==> config.mk <==
export PLATFORM = sky130hd
export DESIGN_NAME = ex_stage
export DESIGN_NICKNAME = d
export VERILOG_FILES = /design/src/rtl/cpu_pkg.sv /design/src/rtl/mul_iter.sv /design/src/rtl/ex_stage.sv
export SDC_FILE = /design/constraint.sdc
export NUM_CORES = 1
export LEC_CHECK = 0
export ABC_AREA = 1
export CORE_UTILIZATION = 30
export DETAILED_ROUTE_END_ITERATION = 10
export PLACE_DENSITY_LB_ADDON = 0.08
export SLEW_MARGIN = 20
export SYNTH_ARGS = -nofsm -noshare
export SYNTH_HDL_FRONTEND = slang
export SYNTH_SLANG_ARGS = --single-unit
==> constraint.sdc <==
create_clock -name clk -period 7.45 [get_ports clk]
set_input_delay 1.49 -clock clk [delete_from_list [all_inputs] [get_ports clk]]
set_output_delay 1.49 -clock clk [all_outputs]
set_load 0.02 [all_outputs]
==> src/rtl/cpu_pkg.sv <==
// ============================================================================
// Module      : cpu_pkg
// Description : Shared widths, ALU command codes and execute-stage FSM state
//               type for the 16-bit pipelined MIPS core.
// Revision    : 1.0 - initial release
// ============================================================================
`default_nettype none

package cpu_pkg;

    localparam int DATA_W    = 16;
    localparam int ADDR_W    = 3;
    localparam int CMD_W     = 3;
    localparam int MUL_STEPS = 16;
    localparam int CNT_W     = $clog2(MUL_STEPS);

    localparam logic [CMD_W-1:0] ALU_ADD = 3'd0;
    localparam logic [CMD_W-1:0] ALU_SUB = 3'd1;
    localparam logic [CMD_W-1:0] ALU_AND = 3'd2;
    localparam logic [CMD_W-1:0] ALU_OR  = 3'd3;
    localparam logic [CMD_W-1:0] ALU_XOR = 3'd4;
    localparam logic [CMD_W-1:0] ALU_SLT = 3'd5;
    localparam logic [CMD_W-1:0] ALU_SHL = 3'd6;
    localparam logic [CMD_W-1:0] ALU_MUL = 3'd7;

    // Execute-stage sequencer: IDLE accepts work, BUSY runs the multiplier.
    typedef enum logic [0:0] {
        S_IDLE = 1'b0,
        S_BUSY = 1'b1
    } ex_state_t;

endpackage : cpu_pkg

`default_nettype wire

==> src/rtl/mul_iter.sv <==
// ============================================================================
// Module      : mul_iter
// Description : Iterative shift-add multiplier. One partial-product step per
//               'step' cycle; 'product' presents the accumulator value after
//               the current step so the final result is available on the
//               cycle where 'last' is high.
// Revision    : 1.0 - initial release
// ============================================================================
`default_nettype none

module mul_iter
    import cpu_pkg::*;
(
    input  logic              clk,
    input  logic              rst,
    input  logic              start,
    input  logic [DATA_W-1:0] a,
    input  logic [DATA_W-1:0] b,
    input  logic              step,
    output logic              last,
    output logic [DATA_W-1:0] product
);

    logic [DATA_W-1:0] r_acc;
    logic [DATA_W-1:0] r_mcand;
    logic [DATA_W-1:0] r_mplier;
    logic [CNT_W-1:0]  r_count;
    logic [DATA_W-1:0] w_acc_next;

    // Accumulator value after adding this step's partial product.
    always_comb begin
        w_acc_next = r_acc;
        if (r_mplier[0]) begin
            w_acc_next = r_acc + r_mcand;
        end
    end

    // Only the low 16 bits of the product are kept, so the multiplicand
    // simply shifts out of range instead of widening.
    always_ff @(posedge clk) begin
        if (rst) begin
            r_acc    <= '0;
            r_mcand  <= '0;
            r_mplier <= '0;
            r_count  <= '0;
        end else if (start) begin
            r_acc    <= '0;
            r_mcand  <= a;
            r_mplier <= b;
            r_count  <= '0;
        end else if (step) begin
            r_acc    <= w_acc_next;
            r_mcand  <= r_mcand << 1;
            r_mplier <= r_mplier >> 1;
            r_count  <= r_count + 1'b1;
        end
    end

    assign last    = (r_count == CNT_W'(MUL_STEPS - 1));
    assign product = w_acc_next;

endmodule : mul_iter

`default_nettype wire

==> src/rtl/ex_stage.sv <==
// ============================================================================
// Module      : ex_stage
// Description : Execute stage. Single-cycle ALU for ADD..SHL, iterative MUL
//               via mul_iter with an upstream stall, and the registered
//               EX/MEM output bundle.
// Revision    : 1.0 - initial release
// ============================================================================
`default_nettype none

module ex_stage
    import cpu_pkg::*;
(
    input  logic              clk,
    input  logic              rst,
    input  logic              in_valid,
    input  logic [15:0]       inst,
    input  logic [15:0]       read1,
    input  logic [15:0]       read2,
    input  logic              wr_en,
    input  logic [2:0]        alu_cmd,
    input  logic [2:0]        write_addr,
    output logic              stall,
    output logic              valid_out,
    output logic [15:0]       result,
    output logic [15:0]       inst_out,
    output logic              wr_en_out,
    output logic [2:0]        write_addr_out
);

    ex_state_t         r_state;
    logic [15:0]       r_mul_inst;
    logic              r_mul_wr_en;
    logic [2:0]        r_mul_waddr;

    logic [DATA_W-1:0] w_alu;
    logic              w_lt;
    logic              w_wr_en_q;
    logic              w_mul_start;
    logic              w_mul_step;
    logic              w_mul_last;
    logic [DATA_W-1:0] w_mul_product;

    assign w_lt = ($signed(read1) < $signed(read2));

    // Single-cycle ALU for every command except MUL.
    always_comb begin
        w_alu = '0;
        case (alu_cmd)
            ALU_ADD: w_alu = read1 + read2;
            ALU_SUB: w_alu = read1 - read2;
            ALU_AND: w_alu = read1 & read2;
            ALU_OR:  w_alu = read1 | read2;
            ALU_XOR: w_alu = read1 ^ read2;
            ALU_SLT: w_alu = {{(DATA_W-1){1'b0}}, w_lt};
            ALU_SHL: w_alu = read1 << read2[3:0];
            default: w_alu = '0;
        endcase
    end

    // r0 is hardwired to zero, so writes to it are suppressed here.
    assign w_wr_en_q   = wr_en & (write_addr != 3'd0);

    assign w_mul_start = (r_state == S_IDLE) & in_valid & (alu_cmd == ALU_MUL);
    assign w_mul_step  = (r_state == S_BUSY);

    // Hold upstream from MUL acceptance until the final iteration, so the
    // next instruction arrives exactly when the product is written out.
    assign stall = w_mul_start | (w_mul_step & ~w_mul_last);

    mul_iter u_mul_iter (
        .clk     (clk),
        .rst     (rst),
        .start   (w_mul_start),
        .a       (read1),
        .b       (read2),
        .step    (w_mul_step),
        .last    (w_mul_last),
        .product (w_mul_product)
    );

    // IDLE/BUSY sequencer and EX/MEM output register.
    always_ff @(posedge clk) begin
        if (rst) begin
            r_state        <= S_IDLE;
            r_mul_inst     <= '0;
            r_mul_wr_en    <= 1'b0;
            r_mul_waddr    <= '0;
            valid_out      <= 1'b0;
            result         <= '0;
            inst_out       <= '0;
            wr_en_out      <= 1'b0;
            write_addr_out <= '0;
        end else begin
            case (r_state)
                S_IDLE: begin
                    if (in_valid && (alu_cmd == ALU_MUL)) begin
                        r_state     <= S_BUSY;
                        r_mul_inst  <= inst;
                        r_mul_wr_en <= w_wr_en_q;
                        r_mul_waddr <= write_addr;
                        valid_out   <= 1'b0;
                    end else if (in_valid) begin
                        valid_out      <= 1'b1;
                        result         <= w_alu;
                        inst_out       <= inst;
                        wr_en_out      <= w_wr_en_q;
                        write_addr_out <= write_addr;
                    end else begin
                        valid_out <= 1'b0;
                    end
                end
                S_BUSY: begin
                    if (w_mul_last) begin
                        r_state        <= S_IDLE;
                        valid_out      <= 1'b1;
                        result         <= w_mul_product;
                        inst_out       <= r_mul_inst;
                        wr_en_out      <= r_mul_wr_en;
                        write_addr_out <= r_mul_waddr;
                    end else begin
                        valid_out <= 1'b0;
                    end
                end
                default: begin
                    r_state   <= S_IDLE;
                    valid_out <= 1'b0;
                end
            endcase
        end
    end

endmodule : ex_stage

`default_nettype wire

==> results.py <==
metrics = {
    "sta": {
        "rsz0062_at_grt": "false",
        "clock_skew_ns": 0.0122,
        "post-route-period-util": 0.724,
        "finalHoldViolations": 0,
        "clock.fmax_ghz": 0.185,
        "whs_ns": 0.462,
        "finalMaxSlewViolations": 0,
        "tightest_slew_ns": 0.958,
        "slew_headroom": 0.359,
        "finalSetupViolations": 0,
        "fin_crit_ns": 5.40,
        "final.setup.tns_ns": 0,
    },
    "cts": {
        "cts_buffer_depth": 2,
        "htree_num_levels": 3,
        "path_clk_slew_ns": 0.08,
        "cts_resized": 0,
        "cts_buffers": 9,
        "clkSinkCount": 110,
        "cts_setup_buffers": 0,
        "worstSkewPairLatency_ns": 0.36,
        "cts_tree": "done",
        "hold_buffers": 0,
        "cts_root_buf": "clkbuf_16",
    },
    "power": {
        "p_leak_nw": 4.34,
        "power_density_mw_per_mm2": 157,
        "vdd_ir_drop_max_uv": 98.3,
    },
    "floorplanning": {
        "dieHeight_um": 170,
        "rows": 61,
        "core_area_sq_mm": 0.0278,
        "die-area_sq_mm": 0.0289,
        "dieWidth_um": 170,
        "initial_utilization": 0.305,
        "io_pins": 96,
    },
    "synth": {
        "synth.distinct_cells": 41,
        "synth_cells": 1355,
        "synthArstFlopShare": 0,
        "ys.flop_type": "dfxtp_1",
        "synth_area_per_cell_sq_um": 6.25,
        "synth_seq_cells": 110,
        "synth-warning-count": 0,
        "ys_seq_area_frac": 0.260,
        "syn_nets": 1490,
        "synth-edff-count": 0,
        "synthesis.area_sq_mm": 0.00847,
    },
    "detailed_routing": {
        "vias": 9121,
        "dr.pass1.iters": 6,
        "drc": 0,
        "drt_wl_total_um": 32200,
        "drtIter0Drc": 846,
        "post_drt_wl_per_cell_um": 18.0,
        "via_per_inst": 5.11,
        "antenna_left": 0,
    },
    "critical_path": {
        "worstPathMaxFanout": 33,
        "crit_required_ns": 5.96,
        "startpoint_type": "input pin",
        "crit_buf_inv": 5,
        "crit_chain": "clkdlybuf4s50_1, nand4_1, nor2_4, buf_4, nor2_4, inv_2, nand2_1, inv_2, clkdlybuf4s50_1",
        "critPathTopFamily": "buffers and inverters",
        "criticalPathCategory": "in -> out",
        "max_stage_delay_ns": 0.60,
        "cpMaxStageDelayCell": "nor2_4",
        "end_kind": "output port",
        "worstPathArrival_ns": 3.91,
        "r2r_slack_ns": 4.27,
    },
    "run_status": {
        "status": "completed",
    },
    "grt": {
        "grt-ovfl-total": 0,
        "grt_max_degree": 62,
        "grt.total_usage": 0.226,
        "grt_pass1_vias": 8538,
        "antenna_found_initial": 0,
        "grt_pass1_wl_um": 50000,
    },
    "finish": {
        "diodes": 0,
        "finalNonFillerCells": 1785,
        "drive_above_1_share": 0.0291,
        "area_growth_pct": 17.6,
        "num-nets-final": 1537,
    },
    "hold_path": {
        "hp-class": "reg -> reg",
    },
    "placed_design": {
        "dp_hpwl_um": 24400,
        "port_buffers": 95,
        "gp_congestion": 0.906,
        "dp.cells": 1769,
    },
    "run": {
        "drv_cap": 0,
    },
}
## per-layer routing
metal	track usage	routed length (um)
met1	0.335	16100
met2	0.333	13300
met3	0.0395	2090
met4	0.0568	735
met5	0	0
## stage by stage
step | power (W) | area, sq um | worst slack [ns] | util
floorplan | 0.000894 | 8470 | 3.86 | -
global placement | 0.00108 | 9670 | 2.04 | 0.348
detailed placement | 0.00108 | 9670 | 2.02 | 0.348
CTS | 0.00158 | 9960 | 2.02 | 0.359
global route | 0.00165 | 9960 | 1.85 | 0.359
finish | 0.00156 | 9960 | 2.05 | 0.359
## path summary, 6_finish.rpt
path | start | endpoint | cells past startpoint
min | r_mul_inst[7]$_SDFFE_PP0P_ | r_mul_inst[7]$_SDFFE_PP0P_ | 2
max | in_valid | stall | 9
min reg2reg | r_mul_inst[7]$_SDFFE_PP0P_ | r_mul_inst[7]$_SDFFE_PP0P_ | 2
max reg2reg | r_state$_SDFF_PP0_ | wr_en_out$_SDFFE_PP0P_ | 10
## cells by family after synthesis
kind of cell | share of synthesized area
fa+ha+maj | 0.116
xor+xnor | 0.00620
simple gates | 0.315
mux | 0.00236
flops | 0.260
compound gates | 0.206
buf+inv | 0.0948
## power by group
| part | leakage [nW] | switching, W | internal, W |
|---|---|---|---|
| clock | 0.149 | 0.000253 | 0.000239 |
| sequential | 0.898 | 0.0000160 | 0.000614 |
| combinational | 3.29 | 0.000291 | 0.000149 |
| total | 4.34 | 0.000560 | 0.00100 |
## cell usage in the layout (no fill, tap or decap), drive strengths merged, types with 13 or more instances in the layout
master / count
ha: 74
o31ai: 20
dfxtp: 110
a221oi: 14
clkdlybuf4s50: 94
a21oi: 109
nand4: 13
o21ai: 91
nand3: 97
inv: 137
nor2: 133
a31oi: 41
nand2: 391
## layout make-up
| class | instances | area, sq um |
|---|---|---|
| Timing Repair Buffer | 105 | 1020 |
| Fill cell | 3153 | 17800 |
| Clock buffer | 9 | 225 |
| Multi-Input combinational cell | 1042 | 5470 |
| Clock inverter | 7 | 72.6 |
| Inverter | 134 | 503 |
| Sequential cell | 110 | 2200 |
| Tap cell | 378 | 473 |
## registers in the layout, indices dropped and copies added, names as in the netlist
register / count
inst_out: 16
r_mul_inst: 16
result: 16
u_mul_iter.r_acc: 16
u_mul_iter.r_mcand: 16
u_mul_iter.r_mplier: 16
u_mul_iter.r_count: 4
r_mul_waddr: 3
write_addr_out: 3
r_mul_wr_en: 1
r_state: 1
valid_out: 1
wr_en_out: 1
## worst reg2reg max path, stage by stage (launching register included)
cell      delay, ns
dfxtp_2        0.35
buf_4          0.33
nor2_4         0.70
inv_2          0.05
nand2_1        0.11
inv_2          0.06
nor2_4         0.42
buf_4          0.46
inv_2          0.28
a211oi_1       0.25
nor2_1         0.06
## synth_stat cells, drive strengths merged, types with 5 or more instances
master / count / share of area
inv: 133 / 0.059
nor2: 133 / 0.062
nand3: 97 / 0.057
a221oi: 14 / 0.014
o22ai: 8 / 0.0059
o21ai: 91 / 0.054
or2: 5 / 0.0037
a21oi: 109 / 0.064
nor3: 9 / 0.0053
nand4: 13 / 0.0096
dfxtp: 110 / 0.26
o31ai: 20 / 0.018
nand2: 391 / 0.17
ha: 74 / 0.11
a31oi: 41 / 0.030
o21bai: 9 / 0.0080
buf: 30 / 0.018
clkbuf: 39 / 0.017
No activity file was read; power rests on OpenSTA's default activity.
